[src/rtl/edge_det_pkg.sv]
// Shared types and constants for the edge-detection line-buffer sequencer.
package edge_det_pkg;

  typedef enum logic [1:0] {
    S_WAIT_FRAME = 2'd0,
    S_HBLANK     = 2'd1,
    S_ACTIVE     = 2'd2
  } lb_state_e;

  typedef logic [1:0] bank_t;

  localparam bank_t WR_BANK_RST  = 2'd0;
  localparam bank_t MID_BANK_RST = 2'd2;
  localparam bank_t TOP_BANK_RST = 2'd1;

  localparam int unsigned MAX_WIDTH_DEFAULT = 640;

  // Modulo-3 increment over the three physical line banks.
  function automatic bank_t next_bank(input bank_t b);
    return (b == 2'd2) ? 2'd0 : bank_t'(b + 2'd1);
  endfunction

endpackage

[src/rtl/lb_bank_rotator.sv]
// Holds the write/middle/top bank indices; rotates at end-of-line, restarts per frame.
module lb_bank_rotator
  import edge_det_pkg::*;
(
  input  logic       clk_i,
  input  logic       rst_i,
  input  logic       rotate_i,
  input  logic       restart_i,
  output logic [1:0] wr_bank_o,
  output logic [1:0] mid_bank_o,
  output logic [1:0] top_bank_o
);

  bank_t wr_q, wr_d;
  bank_t mid_q, mid_d;
  bank_t top_q, top_d;

  always_ff @(posedge clk_i) begin
    if (rst_i) begin
      wr_q  <= WR_BANK_RST;
      mid_q <= MID_BANK_RST;
      top_q <= TOP_BANK_RST;
    end else begin
      wr_q  <= wr_d;
      mid_q <= mid_d;
      top_q <= top_d;
    end
  end

  // Restart wins over rotate so a frame start always lands on the reset ordering.
  always_comb begin
    wr_d  = wr_q;
    mid_d = mid_q;
    top_d = top_q;
    if (restart_i) begin
      wr_d  = WR_BANK_RST;
      mid_d = MID_BANK_RST;
      top_d = TOP_BANK_RST;
    end else if (rotate_i) begin
      wr_d  = next_bank(wr_q);
      mid_d = wr_q;
      top_d = mid_q;
    end
  end

  assign wr_bank_o  = wr_q;
  assign mid_bank_o = mid_q;
  assign top_bank_o = top_q;

endmodule

[src/rtl/line_buffer_ctrl.sv]
// Line-buffer sequencer for the 3x3 Sobel window: tracks frame/line/pixel position
// from strobed video timing and drives RAM enables, addresses and bank selects.
module line_buffer_ctrl
  import edge_det_pkg::*;
#(
  parameter int unsigned MAX_WIDTH = MAX_WIDTH_DEFAULT,
  parameter int unsigned COL_W     = 10,
  parameter int unsigned ROW_W     = 9
) (
  input  logic             I_CORE_CLK,
  input  logic             I_RST,
  input  logic             I_PIX_VALID,
  input  logic             I_VSYNC,
  input  logic             I_HSYNC,
  input  logic             I_DE,
  output logic             O_WR_EN,
  output logic [1:0]       O_WR_BANK,
  output logic [COL_W-1:0] O_WR_ADDR,
  output logic             O_RD_EN,
  output logic [COL_W-1:0] O_RD_ADDR,
  output logic [1:0]       O_MID_BANK,
  output logic [1:0]       O_TOP_BANK,
  output logic             O_WIN_VALID,
  output logic             O_LINE_DONE,
  output logic             O_FRAME_START,
  output logic [ROW_W-1:0] O_ROW,
  output logic             O_ERR_OVF
);

  lb_state_e        state_q, state_d;
  logic [COL_W-1:0] col_q, col_d;
  logic [ROW_W-1:0] row_q, row_d;
  logic [COL_W-1:0] wr_addr_q, wr_addr_d;
  logic             prev_vsync_q, prev_vsync_d;
  logic             wr_en_q, wr_en_d;
  logic             win_valid_q, win_valid_d;
  logic             line_done_q, line_done_d;
  logic             frame_start_q, frame_start_d;
  logic             ovf_q, ovf_d;
  logic             rotate_c, restart_c, vsync_rise_c;
  logic             hsync_unused;

  // HSYNC carries no information here: DE alone delimits the line.
  assign hsync_unused = I_HSYNC;

  assign vsync_rise_c = I_PIX_VALID & I_VSYNC & ~prev_vsync_q;

  always_ff @(posedge I_CORE_CLK) begin
    if (I_RST) begin
      state_q       <= S_WAIT_FRAME;
      col_q         <= '0;
      row_q         <= '0;
      wr_addr_q     <= '0;
      prev_vsync_q  <= 1'b0;
      wr_en_q       <= 1'b0;
      win_valid_q   <= 1'b0;
      line_done_q   <= 1'b0;
      frame_start_q <= 1'b0;
      ovf_q         <= 1'b0;
    end else begin
      state_q       <= state_d;
      col_q         <= col_d;
      row_q         <= row_d;
      wr_addr_q     <= wr_addr_d;
      prev_vsync_q  <= prev_vsync_d;
      wr_en_q       <= wr_en_d;
      win_valid_q   <= win_valid_d;
      line_done_q   <= line_done_d;
      frame_start_q <= frame_start_d;
      ovf_q         <= ovf_d;
    end
  end

  always_comb begin
    state_d       = state_q;
    col_d         = col_q;
    row_d         = row_q;
    wr_addr_d     = wr_addr_q;
    prev_vsync_d  = prev_vsync_q;
    wr_en_d       = 1'b0;
    win_valid_d   = 1'b0;
    line_done_d   = 1'b0;
    frame_start_d = 1'b0;
    ovf_d         = ovf_q;
    rotate_c      = 1'b0;
    restart_c     = 1'b0;

    if (I_PIX_VALID) begin
      prev_vsync_d = I_VSYNC;
      if (vsync_rise_c) begin
        // Frame start aborts any partial line and drops a coincident pixel.
        state_d       = S_HBLANK;
        col_d         = '0;
        row_d         = '0;
        frame_start_d = 1'b1;
        restart_c     = 1'b1;
      end else if (state_q != S_WAIT_FRAME) begin
        if (I_DE) begin
          state_d = S_ACTIVE;
          if (col_q < COL_W'(MAX_WIDTH)) begin
            wr_en_d     = 1'b1;
            wr_addr_d   = col_q;
            win_valid_d = (row_q >= ROW_W'(2)) && (col_q >= COL_W'(2));
            col_d       = COL_W'(col_q + COL_W'(1));
          end else begin
            ovf_d = 1'b1;
          end
        end else if (state_q == S_ACTIVE) begin
          state_d     = S_HBLANK;
          line_done_d = 1'b1;
          col_d       = '0;
          rotate_c    = 1'b1;
          if (row_q != {ROW_W{1'b1}}) begin
            row_d = ROW_W'(row_q + ROW_W'(1));
          end
        end
      end
    end
  end

  lb_bank_rotator u_bank_rotator (
    .clk_i      (I_CORE_CLK),
    .rst_i      (I_RST),
    .rotate_i   (rotate_c),
    .restart_i  (restart_c),
    .wr_bank_o  (O_WR_BANK),
    .mid_bank_o (O_MID_BANK),
    .top_bank_o (O_TOP_BANK)
  );

  assign O_WR_EN       = wr_en_q;
  assign O_RD_EN       = wr_en_q;
  assign O_WR_ADDR     = wr_addr_q;
  assign O_RD_ADDR     = wr_addr_q;
  assign O_WIN_VALID   = win_valid_q;
  assign O_LINE_DONE   = line_done_q;
  assign O_FRAME_START = frame_start_q;
  assign O_ROW         = row_q;
  assign O_ERR_OVF     = ovf_q;

endmodule

[config.mk]
export PLATFORM = sky130hd
export DESIGN_NAME = line_buffer_ctrl
export DESIGN_NICKNAME = d
export VERILOG_FILES = /design/src/rtl/edge_det_pkg.sv /design/src/rtl/lb_bank_rotator.sv /design/src/rtl/line_buffer_ctrl.sv
export SDC_FILE = /design/constraint.sdc
export NUM_CORES = 1
export LEC_CHECK = 0
export ABC_AREA = 1
export CORE_MARGIN = 10
export CORE_UTILIZATION = 50
export DETAILED_ROUTE_END_ITERATION = 7
export HOLD_SLACK_MARGIN = 0.1
export PLACE_DENSITY = 0.81
export SLEW_MARGIN = 20
export SYNTH_ARGS = -nofsm -noshare
export SYNTH_HDL_FRONTEND = slang
export SYNTH_SLANG_ARGS = --single-unit
export TNS_END_PERCENT = 10
[constraint.sdc]
create_clock -name I_CORE_CLK -period 4.6 [get_ports I_CORE_CLK]
set_input_delay 0.92 -clock I_CORE_CLK [delete_from_list [all_inputs] [get_ports I_CORE_CLK]]
set_output_delay 0.92 -clock I_CORE_CLK [all_outputs]
set_load 0.02 [all_outputs]
==> impl_summary.log <==
[metrics] CTS Buffer Depth: 2
[metrics] worst slack at placement: about 1.6 ns
[metrics] total via count after detailed routing: 1961
[metrics] number of failing setup endpoints in the final timing report: 0
[metrics] effective utilization at floorplan: a little over 50%
[metrics] sequential share of the synthesized area: approximately two fifths
[metrics] quantity of gates resized following cts: 0
[metrics] family with the most delay on the worst path: buffers and inverters
[metrics] Largest stage delay, worst path: roughly 0.73 ns
[metrics] die footprint: slightly above 7000 µm²
[metrics] number of rows created at floorplan: 23
[metrics] result of the run: completed
[metrics] Max Fclk: ~380 MHz
[metrics] Final TNS setup: 0 ns
[metrics] launching element type of the critical path: input pin
[metrics] data arrival time of the critical path: between 2 and 3 ns
[metrics] final wirelength: just under 5 mm
[metrics] DR pass1 iterations: 4
[metrics] synthesized flop and latch total: between 40 and 50
[metrics] number of global-route vias before repair: 1863
[metrics] Mapped Area: around 2100 µm²
[metrics] most frequent CP cell: inv_1
[metrics] number of distinct library cell variants in the gate-level netlist after synthesis: 25
[metrics] vertical die dimension: ~85 µm
[metrics] worst hold path type: flip-flop to flip-flop
[metrics] placeable core region: 4029 µm²
[metrics] required time of the critical path: around 4.8 ns
[metrics] buffer count from post-CTS setup fixing: 0
[metrics] most frequent cells in the layout: nand2_1 (66), nor2_1 (48), clkdlybuf4s50_1 (45)
[metrics] ordered list of cells on the worst path: clkdlybuf4s50_1, inv_1, nand2_1, inv_1, o21ai_1, a21o_1
[metrics] RePlAce Congestion: 0.8444
[metrics] TritonCTS clock tree: done
[metrics] Layout Cells excl Fill: slightly below 400
[metrics] number of nets in the layout: between 300 and 400
[metrics] Period Utilization, post-route: 57.75%
[metrics] post-layout util: ~65%
[metrics] maximum number of pins on one net before global-route repair: 19
[metrics] worst rel slew slack: slightly below 60%
[metrics] post-synthesis cell count: 302
[metrics] global-route total usage across every layer: between 10% and 20%
[metrics] max capacitance violation total: 0
[metrics] total non-filler cell area in the finished layout: between 2000 and 3000 µm²
[metrics] total count of hold-check failures in the final report: 0
[metrics] clock-pin slew reported for the worst setup and hold paths after clock tree synthesis: 0.08 ns
[metrics] number of nets with antenna violations after routing: 0
[metrics] total of warnings raised by yosys: 0
[metrics] Avg Synthesized Cell Area: roughly 7 µm²
[metrics] final setup slack of the worst path: between 1.5 and 2 ns
[metrics] die width: 84.72 µm
[metrics] Antenna diodes: 0
[metrics] DP Cell Count: between 300 and 400
[metrics] leakage power: 1.056 nW
[metrics] clock skew: roughly 0.010 ns
[metrics] remaining global-route overflow: 0
[metrics] Fillers: between 300 and 400
[metrics] worst setup path category: input pin to flip-flop
[metrics] clock tree root driver cell: clkbuf_8
[metrics] standard cell area after detailed placement: approximately 2500 µm²
[metrics] area occupied by multi-input gates: approximately 990 µm²
[metrics] minimum period implied by the final worst setup slack: 2.656 ns
[metrics] Post-Synthesis Net Count: approximately 310
[metrics] Least-Margin Pin Slew: approximately 0.63 ns
[metrics] most common cell after layout, fill and taps aside: nand2_1
[metrics] per-cell via count in the routed design: ~5.0
[metrics] slowest library cell on the worst path: clkdlybuf4s50_1
[metrics] num ports: 47
[metrics] share of layout cells above drive strength 1: 6.471%
[metrics] clk sinks: 43
[metrics] hold buffer count at CTS: 0
[metrics] unrepaired setup endpoints after global routing: no
[metrics] mean routed wirelength per cell: 12.52 µm
[metrics] Critical Path End Type: flip-flop
[metrics] Reg area: ~860 µm²
[metrics] Starting DRT DRC Count: approximately 130
[metrics] WP buf/inv: 3
[metrics] clk_lat worst skew: ~0.30 ns
[metrics] IO buf count: between 40 and 50
[metrics] Cell Pwr Density: between 200 and 300 nW/µm²
[metrics] CP Max Fanout: 18
[metrics] DRC Markers: 0
[metrics] Synth-to-Final Area Change: 25.81%
[metrics] antenna violations before repair: 0
[metrics] post-detail-place hpwl: between 3 and 4 mm
[metrics] number of CTS-inserted buffers: 5
[metrics] max-slew violation count: 0
[metrics] global-route wire length before repair: ~8.5 mm
[metrics] Clock H-tree levels: 2
[metrics] Worst IR Drop VDD: 0.0002222 V
## kinds of logic after synthesis
group                    Yosys count  synth area share (%)
buffers and inverters             52                 11.65
flip-flops                        43                 41.10
AO/OA/AOI/OAI                     42                 10.27
AND/OR/NAND/NOR                  161                 34.59
adder cells (fa/ha/maj)            4                 2.390
## power by group
group | internal [W] | switching (W) | total (W)
clock network | 0.000217 | 0.000130 | 0.000347
logic | 0.0000180 | 0.0000347 | 0.0000527
registers | 0.000376 | 0.00000300 | 0.000379
total | 0.000611 | 0.000168 | 0.000779
## final cells by class
| class | count | share of cell area [%] |
|---|---|---|
| multi-input cells | 207 | 37.56 |
| flip-flops and latches | 43 | 32.67 |
| repair buffers | 45 | 17.09 |
| inverters | 37 | 5.271 |
| clock buffers | 6 | 2.754 |
| well taps | 50 | 2.374 |
| clock inverters | 2 | 2.279 |
## registers in the layout, indices dropped and copies added (netlist names)
| register | cells |
|---|---|
| col_q | 10 |
| O_RD_EN | 1 |
| state_q | 2 |
| O_ERR_OVF | 1 |
| u_bank_rotator.top_bank_o | 2 |
| O_WIN_VALID | 1 |
| O_LINE_DONE | 1 |
| u_bank_rotator.wr_bank_o | 2 |
| u_bank_rotator.mid_bank_o | 2 |
| O_FRAME_START | 1 |
| O_ROW | 9 |
| prev_vsync_q | 1 |
| O_RD_ADDR | 10 |
## through the flow
| step | hold slack, ns | total power, W |
|---|---|---|
| after floorplan | 0.4522 | 0.0004231 |
| after global placement | 0.4399 | 0.0004400 |
| after detailed placement | 0.4463 | 0.0004404 |
| after CTS | 0.4582 | 0.0007843 |
| after global routing | 0.4930 | 0.0008088 |
| final | 0.4518 | 0.0007788 |
## Yosys cell counts
cell type   n  area, µm²
a21o_1      1      7.510
a21oi_1    28      140.1
buf_4      11      82.58
buf_6       1      11.26
clkbuf_1    3      11.26
dfxtp_1    43      860.8
ha_1        4      50.05
inv_1      33      123.9
inv_2       4      15.01
nand2_1    66      247.7
nand2_2     3      18.77
nand3_1    22      110.1
nand3_2     2      20.02
nand3_4     1      17.52
nand4_1     7      43.79
nor2_1     48      180.2
nor2_2      2      12.51
nor2_4      3      33.78
nor3_1      4      20.02
nor3b_1     1      7.510
nor4_1      1      6.260
o211ai_1    1      7.510
o21ai_0    11      55.05
o21ai_1     1      5.000
or2_0       1      6.260
## path summary, 6_finish.rpt
kind,start,end,slack [ns],depth (start not counted)
min,O_ERR_OVF,O_ERR_OVF,0.45,2
max reg2reg,O_ROW[1],O_ROW[5],2.47,13
max,I_RST,u_bank_rotator.mid_bank_o[1],1.94,6
min reg2reg,O_ERR_OVF,O_ERR_OVF,0.45,2
## worst reg2reg max path: cells and delay by family, from the launching register on
kind | cells | cell delay [ns]
simple gates | 7 | 0.79
flops | 1 | 0.43
fa+ha+maj | 2 | 0.41
buf+inv | 3 | 0.23
compound gates | 1 | 0.15
## metal layers
metal,track usage [%],vias up,wire length (µm)
met3,6.280,7,400
met4,4.491,0,62
met5,0,-,0
li1,-,1030,-
met1,16.57,881,2164
met2,21.62,43,2257
Power figures use the tool's default switching activity.
